===== src/rtl/regfile_pkg.sv =====
// Shared register-file constants and types for the writeback scheduler.
package regfile_pkg;

  localparam int NUM_REGS   = 16;
  localparam int REG_IDX_W  = 4;
  localparam int REG_DATA_W = 16;
  localparam int SB_CNT_W   = 2;

  typedef logic [REG_IDX_W-1:0] reg_idx_t;
  typedef logic [SB_CNT_W-1:0]  sb_cnt_t;

  localparam sb_cnt_t SB_CNT_MAX = '1;

endpackage


===== src/rtl/rr_arbiter.sv =====
// Wrap-around priority search: grants the first request at or after ptr.
module rr_arbiter #(
  parameter int NUM_REQ = 3,
  parameter int PTR_W   = 2
) (
  input  logic [NUM_REQ-1:0] req,
  input  logic [PTR_W-1:0]   ptr,
  output logic [NUM_REQ-1:0] gnt
);

  logic [NUM_REQ-1:0] w_lo_mask;
  logic [NUM_REQ-1:0] w_masked;
  logic [NUM_REQ-1:0] w_pick;

  // Requests below ptr are only considered when nothing at or above ptr is valid.
  assign w_lo_mask = (NUM_REQ'(1) << ptr) - NUM_REQ'(1);
  assign w_masked  = req & ~w_lo_mask;
  assign w_pick    = (|w_masked) ? w_masked : req;

  // Isolate the lowest set bit of the chosen vector.
  assign gnt = w_pick & (~w_pick + NUM_REQ'(1));

endmodule


===== src/rtl/regfile_wb_scheduler.sv =====
// Shares the register-file write port among NUM_REQ writeback sources and tracks
// pending writes per register. Define WBSCHED_RR_EN for round-robin; default is fixed priority.
module regfile_wb_scheduler
  import regfile_pkg::*;
#(
  parameter int NUM_REQ = 3,
  parameter int DATA_W  = 16,
  parameter int ADDR_W  = 4
) (
  input  logic                       clk,
  input  logic                       rst,
  input  logic [NUM_REQ-1:0]         req_valid,
  output logic [NUM_REQ-1:0]         req_ready,
  input  logic [NUM_REQ*ADDR_W-1:0]  req_dst,
  input  logic [NUM_REQ*DATA_W-1:0]  req_data,
  input  logic                       alloc_valid,
  input  logic [ADDR_W-1:0]          alloc_reg,
  output logic                       WriteReg,
  output logic [ADDR_W-1:0]          DstReg,
  output logic [DATA_W-1:0]          DstData,
  output logic [NUM_REGS-1:0]        busy,
  output logic                       sb_err
);

  // Handshake: a transfer happens on a rising edge when req_valid[i] and
  // req_ready[i] are both high; ready never waits on anything but valid.

  localparam int PTR_W = (NUM_REQ > 2) ? 2 : 1;

  logic [NUM_REQ-1:0] w_gnt;
  logic [NUM_REQ-1:0] w_ready;
  logic [PTR_W-1:0]   w_ptr;
  logic               w_hs;
  logic [ADDR_W-1:0]  w_sel_dst;
  logic [DATA_W-1:0]  w_sel_data;

  rr_arbiter #(
    .NUM_REQ(NUM_REQ),
    .PTR_W  (PTR_W)
  ) u_arb (
    .req(req_valid),
    .ptr(w_ptr),
    .gnt(w_gnt)
  );

  assign w_ready   = w_gnt & {NUM_REQ{rst}};
  assign req_ready = w_ready;
  assign w_hs      = |w_ready;

`ifdef WBSCHED_RR_EN
  logic [PTR_W-1:0] r_ptr;
  logic [PTR_W-1:0] w_gidx;

  always_comb begin
    w_gidx = '0;
    for (int i = 0; i < NUM_REQ; i++) begin
      if (w_gnt[i]) w_gidx = PTR_W'(i);
    end
  end

  always_ff @(posedge clk or negedge rst) begin
    if (!rst) begin
      r_ptr <= '0;
    end else if (w_hs) begin
      r_ptr <= (w_gidx == PTR_W'(NUM_REQ - 1)) ? '0 : w_gidx + PTR_W'(1);
    end
  end

  assign w_ptr = r_ptr;
`else
  assign w_ptr = '0;
`endif

  always_comb begin
    w_sel_dst  = '0;
    w_sel_data = '0;
    for (int i = 0; i < NUM_REQ; i++) begin
      if (w_gnt[i]) begin
        w_sel_dst  = req_dst[i*ADDR_W +: ADDR_W];
        w_sel_data = req_data[i*DATA_W +: DATA_W];
      end
    end
  end

  logic              r_write;
  logic [ADDR_W-1:0] r_dst;
  logic [DATA_W-1:0] r_data;

  // R0 writes complete the handshake but never raise the write enable.
  always_ff @(posedge clk or negedge rst) begin
    if (!rst) begin
      r_write <= 1'b0;
      r_dst   <= '0;
      r_data  <= '0;
    end else if (w_hs) begin
      r_write <= (w_sel_dst != '0);
      r_dst   <= w_sel_dst;
      r_data  <= w_sel_data;
    end else begin
      r_write <= 1'b0;
    end
  end

  assign WriteReg = r_write;
  assign DstReg   = r_dst;
  assign DstData  = r_data;

  sb_cnt_t r_cnt     [NUM_REGS];
  sb_cnt_t w_cnt_nxt [NUM_REGS];
  logic    w_err_set;
  logic    w_inc;
  logic    w_dec;
  logic    r_err;

  // Allocation and retirement on the same register cancel out.
  always_comb begin
    w_cnt_nxt = r_cnt;
    w_err_set = 1'b0;
    w_inc     = 1'b0;
    w_dec     = 1'b0;
    w_cnt_nxt[0] = '0;
    for (int r = 1; r < NUM_REGS; r++) begin
      w_inc = alloc_valid && (alloc_reg == ADDR_W'(r));
      w_dec = r_write && (r_dst == ADDR_W'(r));
      if (w_inc && !w_dec) begin
        if (r_cnt[r] == SB_CNT_MAX) w_err_set = 1'b1;
        else                        w_cnt_nxt[r] = r_cnt[r] + sb_cnt_t'(1);
      end else if (w_dec && !w_inc) begin
        if (r_cnt[r] == '0) w_err_set = 1'b1;
        else                w_cnt_nxt[r] = r_cnt[r] - sb_cnt_t'(1);
      end
    end
  end

  always_ff @(posedge clk or negedge rst) begin
    if (!rst) begin
      for (int r = 0; r < NUM_REGS; r++) r_cnt[r] <= '0;
      r_err <= 1'b0;
    end else begin
      r_cnt <= w_cnt_nxt;
      r_err <= r_err | w_err_set;
    end
  end

  always_comb begin
    busy = '0;
    for (int r = 1; r < NUM_REGS; r++) begin
      busy[r] = (r_cnt[r] != '0);
    end
  end

  assign sb_err = r_err;

endmodule

===== config.mk =====
export PLATFORM = sky130hd
export DESIGN_NAME = regfile_wb_scheduler
export DESIGN_NICKNAME = d
export VERILOG_FILES = /design/src/rtl/regfile_pkg.sv /design/src/rtl/rr_arbiter.sv /design/src/rtl/regfile_wb_scheduler.sv
export SDC_FILE = /design/constraint.sdc
export NUM_CORES = 1
export LEC_CHECK = 0
export CAP_MARGIN = 20
export CORE_AREA = 5 5 151 95
export CTS_BUF_LIST = sky130_fd_sc_hd__clkbuf_4
export DETAILED_ROUTE_END_ITERATION = 6
export DIE_AREA = 0 0 156 100
export HOLD_SLACK_MARGIN = 0.08
export PLACE_DENSITY = 0.61
export RECOVER_POWER = 100
export SYNTH_ARGS = -nofsm -noshare
export SYNTH_HDL_FRONTEND = slang
export SYNTH_HIERARCHICAL = 1
export SYNTH_SLANG_ARGS = --single-unit

===== constraint.sdc =====
create_clock -name clk -period 2.6 [get_ports clk]
set_input_delay 0.39 -clock clk [delete_from_list [all_inputs] [get_ports clk]]
set_output_delay 0.39 -clock clk [all_outputs]
set_load 0.005 [all_outputs]

==> metrics.md, run 1 <==
| Metric | Value |
|---|---|
| Leak | 0.00255 uW |
| Placed cells | 765 |
| Worst Path Max Fanout | 4 |
| NetSw | 720 uW |
| Arr. time, crit path | 2.04 ns |
| Hold_buf cts | 0 |
| Count leader, synth | nand2_1 |
| Clk sinks | 52 |
| Synth top cells by count | 63 x nand2_1, 52 x dfrtp_1, 42 x o21ai_0, 38 x inv_1, 32 x nor2_1 |
| Row count | 32 |
| Share of the synthesized area in the top cell type | 34.7% |
| Worst clock skew | 0.0168 ns |
| Status | finished, final reports clean |
| Hold slack | 0.490 ns |
| Sw Ratio | 32.1% |
| Antenna violations before repair | 1 |
| Seq/Total Area, Yosys | 34.7% |
| Gr ovfl total | 0 |
| Die X-Extent | 156 um |
| Max IR drop VDD | 0.164 mV |
| Htree depth | 2 |
| Post-synth EDFFs | 0 |
| Fin worst setup slack | 0.166 ns |
| Setup crit start kind | input pin |
| Initial cell density of the core | 29.6% |
| # Max-Cap Violations | 0 |
| Final std cells w/o fill | 775 |
| Nets@finish | 703 |
| Setup TNS Final | 0 ns |
| Fraction of layout cells with a size suffix above 1 | 10.4% |
| Tmin final | 2.43 ns |
| Most used cell, CP | clkdlybuf4s50_1 |
| Core area | 12,700 um2 |
| Total power per unit cell area | 418 nW/um2 |
| WL final | 11,700 um |
| Relative slew slack | 11.3% |
| Final critical-path share of the clock period | 93.6% |
| Internal Power | 1520 uW |
| First-pass GRT wire length | 19,000 um |
| TritonCTS clock tree | built |
| Worst-margin pin slew | 1.33 ns |
| Routed len/inst | 15.1 um |
| Fill count | 1,257 |
| Clk_lat worst skew | 0.39 ns |
| Yosys warnings | 6 |
| Via count of the routed design | 3,807 |
| Antenna Violating Nets Remaining | 0 |
| Crit Path Class | in -> out |
| Starting DRT DRC Count | 198 |
| Detail Placement HPWL | 9680 um |
| Combinational share of power | 32.1% |
| Critical Path RT | 2.21 ns |
| Final Slew Violations | 0 |
| Synth area leaders | dfrtp_1 35%, ha_1 10%, nand2_1 6.3% |
| DIE AREA | 15,600 um2 |
| Slowest stage cell, crit path | clkdlybuf4s50_1 |
| Syn Std Cell Area | 3750 um2 |
| Top FF cell, synth | dfrtp_1 |
| Post-place setup slack | -0.233 ns |
| IO buf count | 109 |
| Critical path's largest stage delay | 0.55 ns |
| CP endpoint kind | primary output |
| Max Fclk | 411 MHz |
| Clock power frac | 22.1% |
| Final core utilization | 42.3% |
| Total area of sequential cells | 1310 um2 |
| Total Routing Usage GR | 15.1% |
| Mean Syn Cell Area | 8.26 um2 |
| Largest net degree at the start of global routing | 53 |
| Gpl congestion | 0.844 |
| Synth area leader | dfrtp_1 |
| Syn Inst Count | 454 |
| HP Class | reg -> reg |
| CTS clk-pin slew, worst paths | 0.17 ns |
| Final setup fails | 0 |
| DRC viols | 0 |
| Synth cell types | 43 |
| Vias per cell | 4.91 |
| RSZ-0062 raised after global routing | no |
| Ports | 111 |
| Vias in the first global route | 3,854 |
| Drt first pass iters | 4 |
| Area Overhead vs Synth | 43.0% |
| Clock root buffer | clkbuf_4 |
| Crit-path cells | clkdlybuf4s50_1 > a21oi_1 > o211a_1 > and2_0 > clkdlybuf4s50_1 |
| Seq pwr share | 45.9% |
| Multi-input gate area | 2290 um2 |
| CTS buffer count | 5 |
| Post-synth ARST share | 100% |
| Die Height | 100 um |
| Final hold vios | 0 |
| Seq cells post-synth | 52 |
| Clock buffer depth | 2 |
==> power groups by stage <==
stage               sequential, uW  combinational, uW  clock (uW)
floorplan                     1010                332           0
global placement              1040                743           0
detailed placement            1040                759           0
CTS                           1030                763         520
global route                  1050                804         542
finish                        1030                719         495
==> critical path: cells and delay by family <==
| family | cells | cell delay (ns) |
|---|---|---|
| AND/OR/NAND/NOR | 1 | 0.26 |
| AO/OA/AOI/OAI | 2 | 0.36 |
| buffers and inverters | 2 | 1.02 |
==> path summary, 6_finish.rpt <==
path	start	end	slack, ns	depth (start not counted)
setup / recovery	req_valid[0]	req_ready[1]	0.17	5
hold / removal	DstData[3]$_DFFE_PN0P_	DstData[3]$_DFFE_PN0P_	0.49	2
setup reg to reg	DstReg[3]$_DFFE_PN0P_	sb_err$_DFF_PN0_	0.17	8
hold reg to reg	DstData[3]$_DFFE_PN0P_	DstData[3]$_DFFE_PN0P_	0.49	2
max in group asynchronous	rst	DstReg[1]$_DFFE_PN0P_	1.13	2
min in group asynchronous	rst	r_cnt[17]$_DFFE_PN0P_	0.57	2
==> final cells by class <==
| type | instances | share of cell area [%] |
|---|---|---|
| Timing Repair Buffer | 148 | 24.7 |
| Sequential cell | 52 | 24.3 |
| Inverter | 39 | 2.73 |
| Clock buffer | 5 | 0.700 |
| Tap cell | 170 | 3.96 |
| Clock inverter | 3 | 0.886 |
| Multi-Input combinational cell | 357 | 42.7 |
| Antenna cell | 1 | 0.0466 |
==> layout by cell type (no fill, tap or decap), drive strengths merged, types with 4 or more instances in the layout <==
cell,Yosys,routed
nand3,12,12
conb,1,12
nand4,4,4
ha,30,30
a221o,4,4
a221oi,14,14
or2,16,16
a21oi,16,16
nand2,63,63
o31ai,18,18
nor2,32,32
mux2i,8,8
and3,4,4
nand2b,5,5
clkbuf,10,25
nor4b,13,13
dfrtp,52,52
clkdlybuf4s50,0,73
o21ai,42,42
a31oi,10,10
dlygate4sd3,0,35
buf,7,20
o21bai,6,6
nor2b,17,17
inv,38,38
==> logic make-up (layout without fill, tap and decap cells) <==
group / Yosys count / count (layout) / share of synthesized area [%]
flops: 52 / 52 / 34.7
fa+ha+maj: 33 / 33 / 10.8
other cells: 1 / 13 / 0.100
buf+inv: 56 / 195 / 5.87
mux: 10 / 10 / 2.74
compound gates: 118 / 118 / 20.4
simple gates: 184 / 184 / 25.4
==> layer usage <==
| layer | vias to the layer above | share of wire, % | global-route usage [%] |
|---|---|---|---|
| li1 | 1894 | - | - |
| met1 | 1816 | 50 | 21.6 |
| met2 | 89 | 43 | 23.0 |
| met3 | 8 | 6.6 | 4.18 |
| met4 | 0 | 0.67 | 2.76 |
| met5 | - | 0 | 0 |
==> metrics by stage <==
stage               total power [uW]  area [um2]
finish                          2240        5370
global route                    2400        5370
CTS                             2310        5390
detailed placement              1800        5310
global placement                1780        5310
floorplan                       1340        3790
==> timing repair <==
| item | 4_1_cts | 5_1_grt |
|---|---|---|
| endpoints found under the hold margin | 0 | 0 |
| endpoints found under the setup margin | 0 | 1 |
| setup buffers | 0 | 1 |
| gates resized for setup | 0 | 6 |
==> registers in the layout (all words and copies together), names as in the netlist <==
signal,flops
DstData,16
WriteReg,1
r_cnt,30
DstReg,4
sb_err,1
(Power assumes the default switching activity.)
==> inputs of run 2 (changes only) <==
--- a/config.mk
+++ b/config.mk
@@ -6,12 +6,15 @@
 export NUM_CORES = 1
 export LEC_CHECK = 0
 export CAP_MARGIN = 20
-export CORE_AREA = 5 5 151 95
+export CELL_PAD_IN_SITES_DETAIL_PLACEMENT = 2
+export CELL_PAD_IN_SITES_GLOBAL_PLACEMENT = 2
+export CORE_AREA = 5 5 156 98
 export CTS_BUF_LIST = sky130_fd_sc_hd__clkbuf_4
+export CTS_CLUSTER_SIZE = 40
 export DETAILED_ROUTE_END_ITERATION = 6
-export DIE_AREA = 0 0 156 100
+export DIE_AREA = 0 0 161 103
 export HOLD_SLACK_MARGIN = 0.08
-export PLACE_DENSITY = 0.61
+export PLACE_DENSITY = 0.89
 export RECOVER_POWER = 100
 export SYNTH_ARGS = -nofsm -noshare
 export SYNTH_HDL_FRONTEND = slang
==> metrics.md, run 2 (synthesized netlist as in run 1, its figures left out) <==
| Metric | Value |
|---|---|
| Die Height | 103 um (+3.0%) |
| Hold_buf cts | 0 (unchanged) |
| Total power per unit cell area | 426 nW/um2 (+1.9%) |
| Area Overhead vs Synth | 43.2% |
| Largest register by flop count | r_cnt |
| Critical Path RT | 2.90 ns (+0.69 ns) |
| Largest net degree at the start of global routing | 53 (unchanged) |
| Die X-Extent | 161 um (+3.2%) |
| Fraction of layout cells with a size suffix above 1 | 10.6% (+0.18 points) |
| Design area | 5370 um2 (+0.14%) |
| Core area | 14,000 um2 (+9.9%) |
| Htree depth | 2 (unchanged) |
| Critical path's largest stage delay | 0.62 ns (+0.07 ns) |
| Placed cells | 774 (+1.2%) |
| Tmin final | 2.50 ns (+0.0638 ns) |
| Most used cell, CP | nor2_1 |
| Fin worst setup slack | 0.103 ns (-0.0638 ns) |
| Status | finished, final reports clean |
| Antenna violations before repair | 0 (-1) |
| DRC viols | 0 (unchanged) |
| # Max-Cap Violations | 0 (unchanged) |
| Clk_lat worst skew | 0.40 ns (about the same) |
| Clk sinks | 52 (unchanged) |
| Clock root buffer | clkbuf_4 |
| TritonCTS clock tree | built |
| Final core utilization | 38.5% (-3.8 points) |
| Worst-margin pin slew | 1.40 ns (+0.0708 ns) |
| Crit Path Class | in -> reg |
| WL final | 15,200 um (+30%) |
| Nets@finish | 702 (-0.14%) |
| Seq pwr share | 45.4% (-0.5 points) |
| Worst Path Max Fanout | 6 (+2) |
| Met3 wire len | 599 um (-23%) |
| Crit path buffers/inverters | 3 (+1) |
| Crit-path cells | dlygate4sd3_1 > nor2_1 > buf_4 > nand2_1 > inv_1 > ha_1 > nor2_1 > a31oi_1 > nand4_1 > or4_1 |
| Relative slew slack | 6.56% (-4.7 points) |
| RSZ-0062 raised after global routing | no |
| Final std cells w/o fill | 784 (+1.2%) |
| IO buf count | 109 (unchanged) |
| Slowest stage cell, crit path | dlygate4sd3_1 |
| Final Slew Violations | 0 (unchanged) |
| Initial cell density of the core | 26.9% (-2.7 points) |
| Drt first pass iters | 4 (unchanged) |
| Worst clock skew | 0.0251 ns (+0.00834 ns) |
| Leak | 0.00257 uW (+0.73%) |
| Sw Ratio | 34.0% (+1.9 points) |
| Internal Power | 1510 uW (-0.81%) |
| CP endpoint kind | register |
| WL met1 | 6970 um (+20%) |
| Clock buffer depth | 2 (unchanged) |
| First-pass GRT wire length | 24,400 um (+28%) |
| Total Routing Usage GR | 18.5% (+3.4 points) |
| NetSw | 778 uW (+8.0%) |
| Setup crit start kind | input pin |
| Final setup fails | 0 (unchanged) |
| Max reg flops | 30 (unchanged) |
| Clock power frac | 21.4% (-0.7 points) |
| Vias in the first global route | 4,488 (+16%) |
| HP Class | reg -> reg |
| Max IR drop VDD | 0.157 mV (-4.4%) |
| Detail Placement HPWL | 12,400 um (+28%) |
| Antenna Violating Nets Remaining | 0 (unchanged) |
| Gpl congestion | 0.827 (-2.0%) |
| Crit path max-delay family | simple AND/OR/NAND/NOR gates |
| Routed len/inst | 19.4 um (+28%) |
| Max Fclk | 400 MHz (-2.6%) |
| Ports | 111 (unchanged) |
| Placed Instance Area | 5330 um2 (+0.33%) |
| Setup TNS Final | 0 ns (unchanged) |
| Row count | 34 (+6.3%) |
| CTS buffer count | 5 (unchanged) |
| Most common cell after layout, fill and taps aside | clkdlybuf4s50_1 |
| Starting DRT DRC Count | 161 (-19%) |
| Arr. time, crit path | 2.79 ns (+0.75 ns) |
| Post-place setup slack | -0.323 ns (-0.0905 ns) |
| Via count of the routed design | 4,015 (+5.5%) |
| Vias per cell | 5.12 (+4.3%) |
| DIE AREA | 16,600 um2 (+6.3%) |
| DR top layer | met4 |
| Metal2 WL | 7510 um (+49%) |
| Combinational share of power | 33.2% (+1.1 points) |
| Most frequent cells in the layout | 67 x clkdlybuf4s50_1, 63 x nand2_1, 50 x dfrtp_1 |
| Final hold vios | 0 (unchanged) |
| Gr ovfl total | 0 (unchanged) |
| CTS clk-pin slew, worst paths | 0.18 ns (about the same) |
| Final critical-path share of the clock period | 96.1% (+2.5 points) |
run 2: cell count changes in the layout (fill, tap and decap cells not counted), moves of 2 or more:
cell / before / now
clkinv_4: 2 / 0
and2_0: 3 / 0
clkdlybuf4s50_1: 73 / 67
dlygate4sd3_1: 35 / 41
clkbuf_2: 3 / 5
and2_1: 0 / 3
clkbuf_1: 13 / 10
run 2: timing repair:
item	in CTS	in global routing
setup endpoints to repair	1	1
pin swaps	0	0
resized for setup	2	5
gates cloned	0	0
setup buffers	0	1
run 2: layout make-up:
class | count | area [um2]
Antenna cell | 1 | 2.50
Clock buffer | 5 | 37.5
Clock inverter | 3 | 42.5
Fill cell | 1593 | 8580
Inverter | 39 | 146
Multi-Input combinational cell | 357 | 2290
Sequential cell | 52 | 1300
Tap cell | 180 | 225
Timing Repair Buffer | 147 | 1320
run 2: worst paths after layout:
check / start / to / slack (ns) / depth (start not counted)
hold / removal: DstData[7]$_DFFE_PN0P_ / DstData[7]$_DFFE_PN0P_ / 0.50 / 2
min in group asynchronous: rst / r_cnt[16]$_DFFE_PN0P_ / 0.70 / 2
setup / recovery: alloc_reg[1] / sb_err$_DFF_PN0_ / 0.10 / 10
max in group asynchronous: rst / DstReg[3]$_DFFE_PN0P_ / 0.97 / 2
setup reg to reg: DstReg[2]$_DFFE_PN0P_ / sb_err$_DFF_PN0_ / 0.13 / 9
hold reg to reg: DstData[7]$_DFFE_PN0P_ / DstData[7]$_DFFE_PN0P_ / 0.50 / 2
run 2: routing by layer:
| metal | global-route usage [%] | vias up |
|---|---|---|
| met2 | 33.1 | 85 |
| met4 | 3.41 | 0 |
| met1 | 23.7 | 2028 |
| met3 | 3.76 | 11 |
| li1 | - | 1891 |
| met5 | 0 | - |
run 2: stage by stage:
step / hold slack, ns / total power, uW
after floorplan: 0.0944 / 1340
after global placement: 0.463 / 1790
after detailed placement: 0.479 / 1860
after CTS: 0.245 / 2360
after global routing: 0.542 / 2440
final: 0.504 / 2290
run 2: power groups by stage:
stage | clock (uW) | combinational (uW) | sequential, uW
floorplan | 0 | 332 | 1010
global placement | 0 | 755 | 1030
detailed placement | 0 | 805 | 1050
CTS | 510 | 812 | 1040
global route | 552 | 837 | 1050
finish | 490 | 760 | 1040
run 2: worst min-delay path: stages, from the launching register on:
cell	delay (ns)
dfrtp_1	0.37
nand2_1	0.05
o31ai_1	0.06
==> variant, RTL diff (flow settings as in run 1) <==
The package constant `NUM_REGS` goes from 16 to 32.
--- a/src/rtl/regfile_pkg.sv
+++ b/src/rtl/regfile_pkg.sv
@@ -1,7 +1,7 @@
 // Shared register-file constants and types for the writeback scheduler.
 package regfile_pkg;
 
-  localparam int NUM_REGS   = 16;
+  localparam int NUM_REGS   = 32;
   localparam int REG_IDX_W  = 4;
   localparam int REG_DATA_W = 16;
   localparam int SB_CNT_W   = 2;
Interface: changed (resized busy); port bits go from 111 to 127. The function was not compared with the original's and may differ.
==> variant against run 1 <==
- critical path depth unchanged
- first-iteration DRC count up 15%
- sequential share of layout area up 4.5 points
- power up 53%
- worst setup slack worse by 0.029 ns
- sequential power up 58%
- synthesized area up 50%
- sequential cell count up 32
- routed wire length up 34%
- design area up 36%
- critical endpoint unchanged
==> variant: results (changes against run 1) <==
Place WS -0.01007 ns (+0.2225 ns); Post-DP HPWL 12750 µm (+32%); postcts setup bufs 0 (unchanged); r2r startpoint DstReg[2]; Worst-path clk slew 0.13 ns (-0.04 ns); number of global-route vias before repair 4993 (+30%); Seq/Total Area, Yosys 37.46% (+2.8 points); CTS resizes 0 (unchanged); global placement routability congestion 0.8344 (-1.1%); ys flop type dfrtp_1; WL per Instance 15.70 µm (+3.9%); Worst Path Max Fanout 4 (unchanged); Arr. time, crit path 2.07 ns (+0.03 ns); largest net degree at the start of global routing 51 (-3.8%); worst setup path endpoint req_ready[1]; Leakage 0.003586 µW (+40%); worst setup margin 0.1377 ns (-0.02870 ns); Total GRT Usage 20.36% (+5.3 points); Slew @ Worst Pin 1.266 ns (-0.06517 ns); complex-gate fraction of the synthesized area 23.01% (+2.6 points); Worst Min Path Start DstData[15]; cts hold-fix bufs 1 (+1); outcome complete, no violations; post-synthesis mux area share 3.634% (+0.90 points); share of layout cells above drive strength 1 6.483% (-3.9 points); final WL 15750 µm (+34%); WHS Endpoint DstData[15]; initial drt markers 227 (+15%); largest family of logic cells by synthesized area compound AO/OA/AOI/OAI gates; post-synth top area share 37.46% (+2.8 points); Largest register FFs 62 (+110%); Clock Tree Root clkbuf_4; r2r setup slk 0.22 ns (+0.05 ns); antenna-violating nets left 0 (unchanged); Synth top cells by count 104 x nand2_1, 84 x dfrtp_1, 73 x o21ai_0, 47 x inv_1, 40 x nor2_1; CTS HTree Levels 3 (+1); async set-reset flop share out of synthesis 100.0% (unchanged); VDD IR max 252.1 µV (+54%); clk_lat worst skew 0.44 ns (+0.05 ns); total CTS buffers 9 (+4); Post-Synth Adder-Cell Area 7.492% (-3.3 points); post-place instance area 7176 µm² (+35%); initial antenna violation count 0 (-1); first-pass GRT wire length 25650 µm (+35%); Area contributors post-synth dfrtp_1 37%, ha_1 7.1%, nand2_1 7.0%, o21ai_0 6.5%, a21oi_1 3.5%; Mapped Cells 684 (+51%); antenna diode count 0 (-1); clk_skew 0.01867 ns (+0.001885 ns); IO Port Bufs 125 (+15%); vias per cell 5.249 (+6.9%); worst r2r dst sb_err; Netlist cell types 49 (+14%); nets 930 (+32%); CP max stage delay 0.60 ns (+0.05 ns); Placed Instances 986 (+29%); path depth of the worst reg2reg path 8 (unchanged); CP max-delay cell dlygate4sd3_1; Hold Path Depth 2 (unchanged); WHS 0.4907 ns (+0.0009130 ns)
[variant: cell types whose count changed in the layout (fill, tap and decap cells not counted), sizes merged, moves of 13 or more]
cell	delta
nand2	+41
o31ai	-14
a21oi	+23
o21ai	+51
a22oi	+21
nor2b	+14
a221oi	-14
dfrtp	+32
dlygate4sd3	+13
or2	+15
[variant: cell type report]
class,count,area [µm²]
clock inverters,5,85.08
repair buffers,150,1384
well taps,170,212.7
fillers,1168,5406
multi-input cells,536,3243
inverters,47,176.4
flip-flops and latches,84,2102
clock buffers,11,82.58
[variant: metal layers]
metal,up-vias,GRT usage [%],routed length [µm]
met2,91,30.10,6741
met4,0,3.026,103
met3,11,4.093,633
met5,-,0,0
met1,2509,31.29,8271
li1,2654,-,-
[variant: where the power goes]
part	switching, µW	internal, µW	leakage, µW	total [µW]
combinational	401	489	0.00240	891
sequential	175	1460	0.00110	1630
clock	486	417	0.0000877	903
total	1060	2360	0.00359	3430
